===== src/rtl/ac97_record_rx.sv =====
// AC97 record-path deserialiser: locks onto frame sync, decodes the tag and
// captures the slot 3/4 PCM record samples into registered outputs.
module ac97_record_rx #(
   parameter int SAMPLE_WIDTH = 18
) (
   input  logic                    clk,
   input  logic                    reset,
   input  logic                    bit_en,
   input  logic                    sync,
   input  logic                    sdata_in,
   output logic [SAMPLE_WIDTH-1:0] record_left,
   output logic [SAMPLE_WIDTH-1:0] record_right,
   output logic                    record_valid,
   output logic                    codec_ready,
   output logic                    frame_error
);

   // state | meaning
   // HUNT  | waiting for a sync rising edge (frame start)
   // TAG   | receiving tag bits 0..15, sync must stay high
   // SLOTS | receiving bits 16..255; cnt wrapping to 0 means a frame start is due
   typedef enum logic [1:0] {HUNT, TAG, SLOTS} state_t;

   state_t                  state_q;
   logic [7:0]              cnt_q;
   logic                    sync_prev_q;
   logic [14:0]             tag_q;
   logic [19:0]             slot3_q;
   logic [19:0]             slot4_q;
   logic                    slot3_vld_q;
   logic                    slot4_vld_q;
   logic                    codec_ready_q;
   logic [SAMPLE_WIDTH-1:0] left_q;
   logic [SAMPLE_WIDTH-1:0] right_q;
   logic                    valid_q;
   logic                    ferr_q;

   logic        frame_start;
   logic [19:0] slot4_full;

   assign frame_start = sync & ~sync_prev_q;
   assign slot4_full  = {slot4_q[18:0], sdata_in};

   always_ff @(posedge clk) begin
      if (reset) begin
         state_q       <= HUNT;
         cnt_q         <= 8'd0;
         sync_prev_q   <= 1'b0;
         tag_q         <= '0;
         slot3_q       <= '0;
         slot4_q       <= '0;
         slot3_vld_q   <= 1'b0;
         slot4_vld_q   <= 1'b0;
         codec_ready_q <= 1'b0;
         left_q        <= '0;
         right_q       <= '0;
         valid_q       <= 1'b0;
         ferr_q        <= 1'b0;
      end else begin
         valid_q <= 1'b0;
         ferr_q  <= 1'b0;
         if (bit_en) begin
            sync_prev_q <= sync;
            unique case (state_q)
               HUNT: begin
                  if (frame_start) begin
                     state_q <= TAG;
                     cnt_q   <= 8'd1;
                     tag_q   <= {tag_q[13:0], sdata_in};
                  end
               end
               TAG: begin
                  if (!sync) begin
                     ferr_q  <= 1'b1;
                     state_q <= HUNT;
                     cnt_q   <= 8'd0;
                  end else begin
                     tag_q <= {tag_q[13:0], sdata_in};
                     cnt_q <= cnt_q + 8'd1;
                     // tag_q now holds tag bits 15..1; bit b sits at tag_q[b-1]
                     if (cnt_q == 8'd15) begin
                        codec_ready_q <= tag_q[14];
                        slot3_vld_q   <= tag_q[11];
                        slot4_vld_q   <= tag_q[10];
                        state_q       <= SLOTS;
                     end
                  end
               end
               SLOTS: begin
                  if (frame_start) begin
                     ferr_q  <= (cnt_q != 8'd0);
                     state_q <= TAG;
                     cnt_q   <= 8'd1;
                     tag_q   <= {tag_q[13:0], sdata_in};
                  end else if (cnt_q == 8'd0) begin
                     ferr_q  <= 1'b1;
                     state_q <= HUNT;
                  end else begin
                     cnt_q <= cnt_q + 8'd1;
                     if (cnt_q >= 8'd56 && cnt_q <= 8'd75)
                        slot3_q <= {slot3_q[18:0], sdata_in};
                     if (cnt_q >= 8'd76 && cnt_q <= 8'd95)
                        slot4_q <= slot4_full;
                     if (cnt_q == 8'd95 && codec_ready_q && slot3_vld_q && slot4_vld_q) begin
                        left_q  <= slot3_q[19 -: SAMPLE_WIDTH];
                        right_q <= slot4_full[19 -: SAMPLE_WIDTH];
                        valid_q <= 1'b1;
                     end
                  end
               end
               default: begin
                  state_q <= HUNT;
                  cnt_q   <= 8'd0;
               end
            endcase
         end
      end
   end

   assign record_left  = left_q;
   assign record_right = right_q;
   assign record_valid = valid_q;
   assign codec_ready  = codec_ready_q;
   assign frame_error  = ferr_q;

endmodule


===== config.mk =====
export PLATFORM = sky130hd
export DESIGN_NAME = ac97_record_rx
export DESIGN_NICKNAME = d
export VERILOG_FILES = /design/src/rtl/ac97_record_rx.sv
export SDC_FILE = /design/constraint.sdc
export NUM_CORES = 1
export LEC_CHECK = 0
export BUFFER_PORTS_ARGS = -buffer_cell sky130_fd_sc_hd__buf_2
export CORE_ASPECT_RATIO = 1.75
export CORE_UTILIZATION = 40
export CTS_CLUSTER_DIAMETER = 150
export DETAILED_ROUTE_END_ITERATION = 10
export SYNTH_ARGS = -nofsm -noshare
export SYNTH_HDL_FRONTEND = slang
export SYNTH_SLANG_ARGS = --single-unit

===== constraint.sdc =====
create_clock -name clk -period 2.3 [get_ports clk]
set_input_delay 0.23 -clock clk [delete_from_list [all_inputs] [get_ports clk]]
set_output_delay 0.23 -clock clk [all_outputs]
set_load 0.01 [all_outputs]

* Word level (Yosys, flattened, before mapping)
Index checks and enable logic that the tools add are counted.
** Cells by class
- $add $sub $neg :: 1
- $lt $le $gt $ge :: 4
- Eq/ne operators :: 10
- Mux-type cells :: 19
- Bitwise logic cells :: 6
- Reduce and logical (&&, ||, !) cells :: 19
** Operators by type and width (count)
- $mux 8 :: 4
- $mux 15 :: 2
- $pmux 15 s2 :: 1
- $pmux 8 s3 :: 1
- $le 8x7->1 const B :: 2
- $reduce_and 5->1 :: 3
- $reduce_and 4->1 :: 3
- $mux 2 :: 5
- $ne 3x3->1 const B :: 3
- $add 8x1->8 const B :: 1
- $eq 8x4->1 const B :: 1
- $eq 8x7->1 const B :: 1
- $ge 8x6->1 const B :: 1
- $ge 8x7->1 const B :: 1
- $logic_not 8->1 :: 1
- $reduce_bool 8->1 :: 1
- $pmux 2 s3 :: 1
- $logic_and 1x1->1 :: 5
- $not 1->1 :: 5
- $reduce_or 5->1 :: 1
- $mux 1 :: 4
- $ne 2x2->1 const B :: 2
- $reduce_or 2->1 :: 2
- $reduce_and 3->1 :: 1
- other kinds (7) :: 7
** Word-level totals
- Register bits :: 106
- Input bits :: 5
- Output and inout bits :: 39
- Logic and storage cells :: 72

* Depth between registers and ports, before layout
- Depth in word-level cells :: 5
- Depth in mapped cells :: 11
- Depth with buffers taken out :: 8

* Least setup slack after synthesis
No wires, ideal clock.
- Path kind :: flip-flop to flip-flop
- From :: reg cnt_q[4]
- To :: reg state_q[0]
- Library setup time :: 123 ps
- Arrival time :: 2037 ps
- Required time :: 2177 ps
- Path slack :: 139 ps
- Cell stages (with the launch flop) :: 9
- Buffers on the path :: 1
- Clock period less this slack :: 2161 ps
- Cells stage by stage :: dfxtp_1 > buf_2 > or3_4 > nor2_1 > nand3_1 > ha_1 > a221o_1 > a31oi_4 > mux2_1
** Between the ends
- Word-level cells in the longest chain between the ends :: 3
- Elaborated cells between the ends (all ways) :: 5
- Classes of those cells :: eq/ne: 3; reduce/logical: 2
** RTL lines
- from (decl) :: RTL line 25 : logic [7:0] cnt_q;
- from (signal assigned) :: RTL line 79 : cnt_q <= cnt_q + 8'd1;
- from (signal assigned) :: RTL line 99 : cnt_q <= cnt_q + 8'd1;
- $eq 8x4->1 / $logic_not 8->1 (equally long branches) :: RTL line 81, 95
- $ne 3x3->1 (no source line)
- $reduce_and 4->1 (no source line) (*)
- to (signal assigned) :: RTL line 85 : state_q <= SLOTS;
- to (signal assigned) :: RTL line 92 : state_q <= TAG;
- to (signal assigned) :: RTL line 97 : state_q <= HUNT;
- to (decl) :: RTL line 24 : state_t state_q;
Mark *: on every way between the ends. The rest lies on a longest branch, timed or not.
A chain may end at the register's enable or synchronous reset.

* Final worst setup path
- From :: reg cnt_q[5]
- To :: reg state_q[0]
The elaborated chain is that of the path after synthesis.

==> flow_metrics.tcl <==
set metrics [dict create \
    outcome "finished, final reports clean" \
    ys_warn_count 0 \
    place_inst 646 \
    antenna_found_initial 0 \
    synthTopCellsByArea "dfxtp_1, nand2_1, mux2i_1" \
    cts.sinks 106 \
    vias 3338 \
    holdWs_ns 0.188 \
    cts_tree "yes" \
    syn_inst 485 \
    min_period_ns 2.20 \
    drive_gt1_frac 0.211 \
    syn_nets 498 \
    power_density_mw_per_mm2 704 \
    final-hold-violation-count 0 \
    die_x_um 80.6 \
    clockBufferDepth 2 \
    cts_root_buf "clkbuf_16" \
    die_h_um 140 \
    start_kind "flop" \
    hold_class "input pin to flop" \
    hpwl_um 5870 \
    crit_fanout 3 \
    period_share 0.956 \
    cts.htree.levels 3 \
    max_freq_mhz 455 \
    io_buffers 43 \
    stdcell_count 662 \
    pwr-share-seq 0.522 \
    diodes 0 \
    cts_buffers 9 \
    tightest_slew_ns 0.705 \
    die-area_sq_mm 0.0112 \
    first_global_vias 3268 \
    synth.distinct_cells 41 \
    insertion_delay_ns 0.34 \
    total_power_mw 3.54 \
    synth_flop_cell "dfxtp_1" \
    overflow 0 \
    postCtsSetupRepairBufs 0 \
    grt.total_usage 0.163 \
    start_util 0.415 \
    synthArstFlopShare 0 \
    pwr-share-comb 0.043 \
    critPathArrivalTime_ns 2.43 \
    crit_path_end_kind "flop" \
    required_ns 2.53 \
    nNetsFinal 543 \
    swShare 0.223 \
    clockPowerShare 0.435 \
    clock_skew_ns 0.00555 \
    grt_max_degree 62 \
    routed_wl_um 8380 \
    path_clk_slew_ns 0.07 \
    p_int_mw 2.75 \
    yosysMostFrequentCell "nand2_1" \
    leakagePower_nw 1.91 \
    worstSetupPathType "flop to flop" \
    vias_per_cell 5.04 \
    rsz0062_at_grt "false" \
    post_drt_wl_per_cell_um 12.7 \
    synth_common_cells "nand2_1, dfxtp_1, a21oi_1" \
    syn2layout_area_growth_pct 16.1 \
    syn-mean-instance-area_sq_um 8.92 \
    finalSetupViolCount 0 \
    dr.pass1.iters 4 \
    gp_congestion 0.808 \
    synth.top_cell.area_share 0.491 \
    syn_area_sq_mm 0.00433 \
    ir_worst_vdd_mv 0.396 \
    yosysTopAreaCell "dfxtp_1" \
    slew_headroom 0.530 \
    maxCapViolCount 0 \
    ys_seq_area_frac 0.491 \
    num_rows 49 \
    coreArea_sq_mm 0.0104 \
    ys_ff_latch 106 \
    drv_slew 0 \
    p_sw_uw 790 \
    drt_drc_violations_left 0 \
    ios 44 \
    ant_nets 0 \
    drt_iter0_markers 111 \
    synth_edf_count 0 \
    grt_pass1_wl_um 14400 \
]
==> cell usage in the layout, fill, tap and decap left out, drive strengths merged, types with 2 or more instances in the layout <==
cell / count
nand2: 145
dfxtp: 106
buf: 65
a21oi: 60
mux2i: 39
nor2: 25
nand3: 13
inv: 10
clkbuf: 9
ha: 8
a31oi: 7
nor3: 7
or3: 5
clkinv: 5
nand2b: 4
nand4b: 4
nor4: 3
a221o: 2
nand3b: 2
o211ai: 2
==> through the flow <==
stage          area (sq um)  setup slack [ns]   util  TNS, ns
2_1_floorplan          4330             0.139      -        0
3_3_place_gp           4700            0.0445  0.451        0
3_5_place_dp           4700          -0.00876  0.451  -0.0212
4_1_cts                5020            0.0399  0.481        0
5_1_grt                5020            0.0238  0.482        0
6_report               5020             0.101  0.482        0
==> critical path, cell delays in order, from the launching register on <==
cell	delay, ns
dfxtp_1	0.32
or3_4	0.43
nor2_1	0.10
nand3_1	0.11
ha_2	0.21
a221o_1	0.40
a31oi_4	0.18
mux2_1	0.33
==> power groups by stage <==
stage          Combinational, mW  Clock (mW)  Sequential (mW)
4_1_cts                    0.153        1.59             1.84
3_5_place_dp               0.152           0             1.89
3_3_place_gp               0.151           0             1.89
6_report                   0.152        1.54             1.84
5_1_grt                    0.167        1.68             1.85
2_1_floorplan              0.111           0             1.89
==> what timing repair did <==
| action | in CTS | in global routing |
|---|---|---|
| hold buffers | 0 | 0 |
| cloned | 0 | 0 |
| endpoints found under the setup margin | 10 | 35 |
| resized for setup | 1 | 2 |
==> per-layer routing <==
layer	vias up	part of all wire	routed length, um	track usage
met5	-	0	0	0
met4	0	0.016	136	0.0752
met3	10	0.025	207	0.0393
met2	51	0.54	4520	0.289
met1	1563	0.42	3510	0.176
li1	1714	-	-	-
==> area by class of cell <==
| class | count | area, sq um |
|---|---|---|
| clock buffer | 9 | 225 |
| clock inverter | 7 | 81.3 |
| fill | 1027 | 5400 |
| inverter | 10 | 37.5 |
| multi-input combinational | 338 | 1990 |
| sequential | 106 | 2120 |
| tap | 127 | 159 |
| timing repair buffer | 65 | 405 |
==> final timing paths <==
kind,startpoint,to,slack (ns),cells past startpoint
min,sdata_in,slot3_q[0],0.19,3
max,cnt_q[5],state_q[0],0.10,7
max reg2reg,cnt_q[5],state_q[0],0.10,7
min reg2reg,record_right[14],record_right[14],0.45,2
==> flip-flops by register name (all words and copies together) (netlist names) <==
| name | cells |
|---|---|
| slot3_vld_q | 1 |
| cnt_q | 8 |
| state_q | 2 |
| tag_q | 15 |
| record_right | 18 |
| record_left | 18 |
| codec_ready | 1 |
| sync_prev_q | 1 |
| frame_error | 1 |
| slot3_q | 20 |
| record_valid | 1 |
| slot4_vld_q | 1 |
| slot4_q | 19 |
==> cell families after synthesis <==
group / Yosys count / synth area share
compound gates: 78 / 0.115
buf+inv: 41 / 0.0524
fa+ha+maj: 8 / 0.0231
simple gates: 212 / 0.226
mux: 40 / 0.0929
flops: 106 / 0.491
Note: power is estimated with default switching activity, not from simulation.
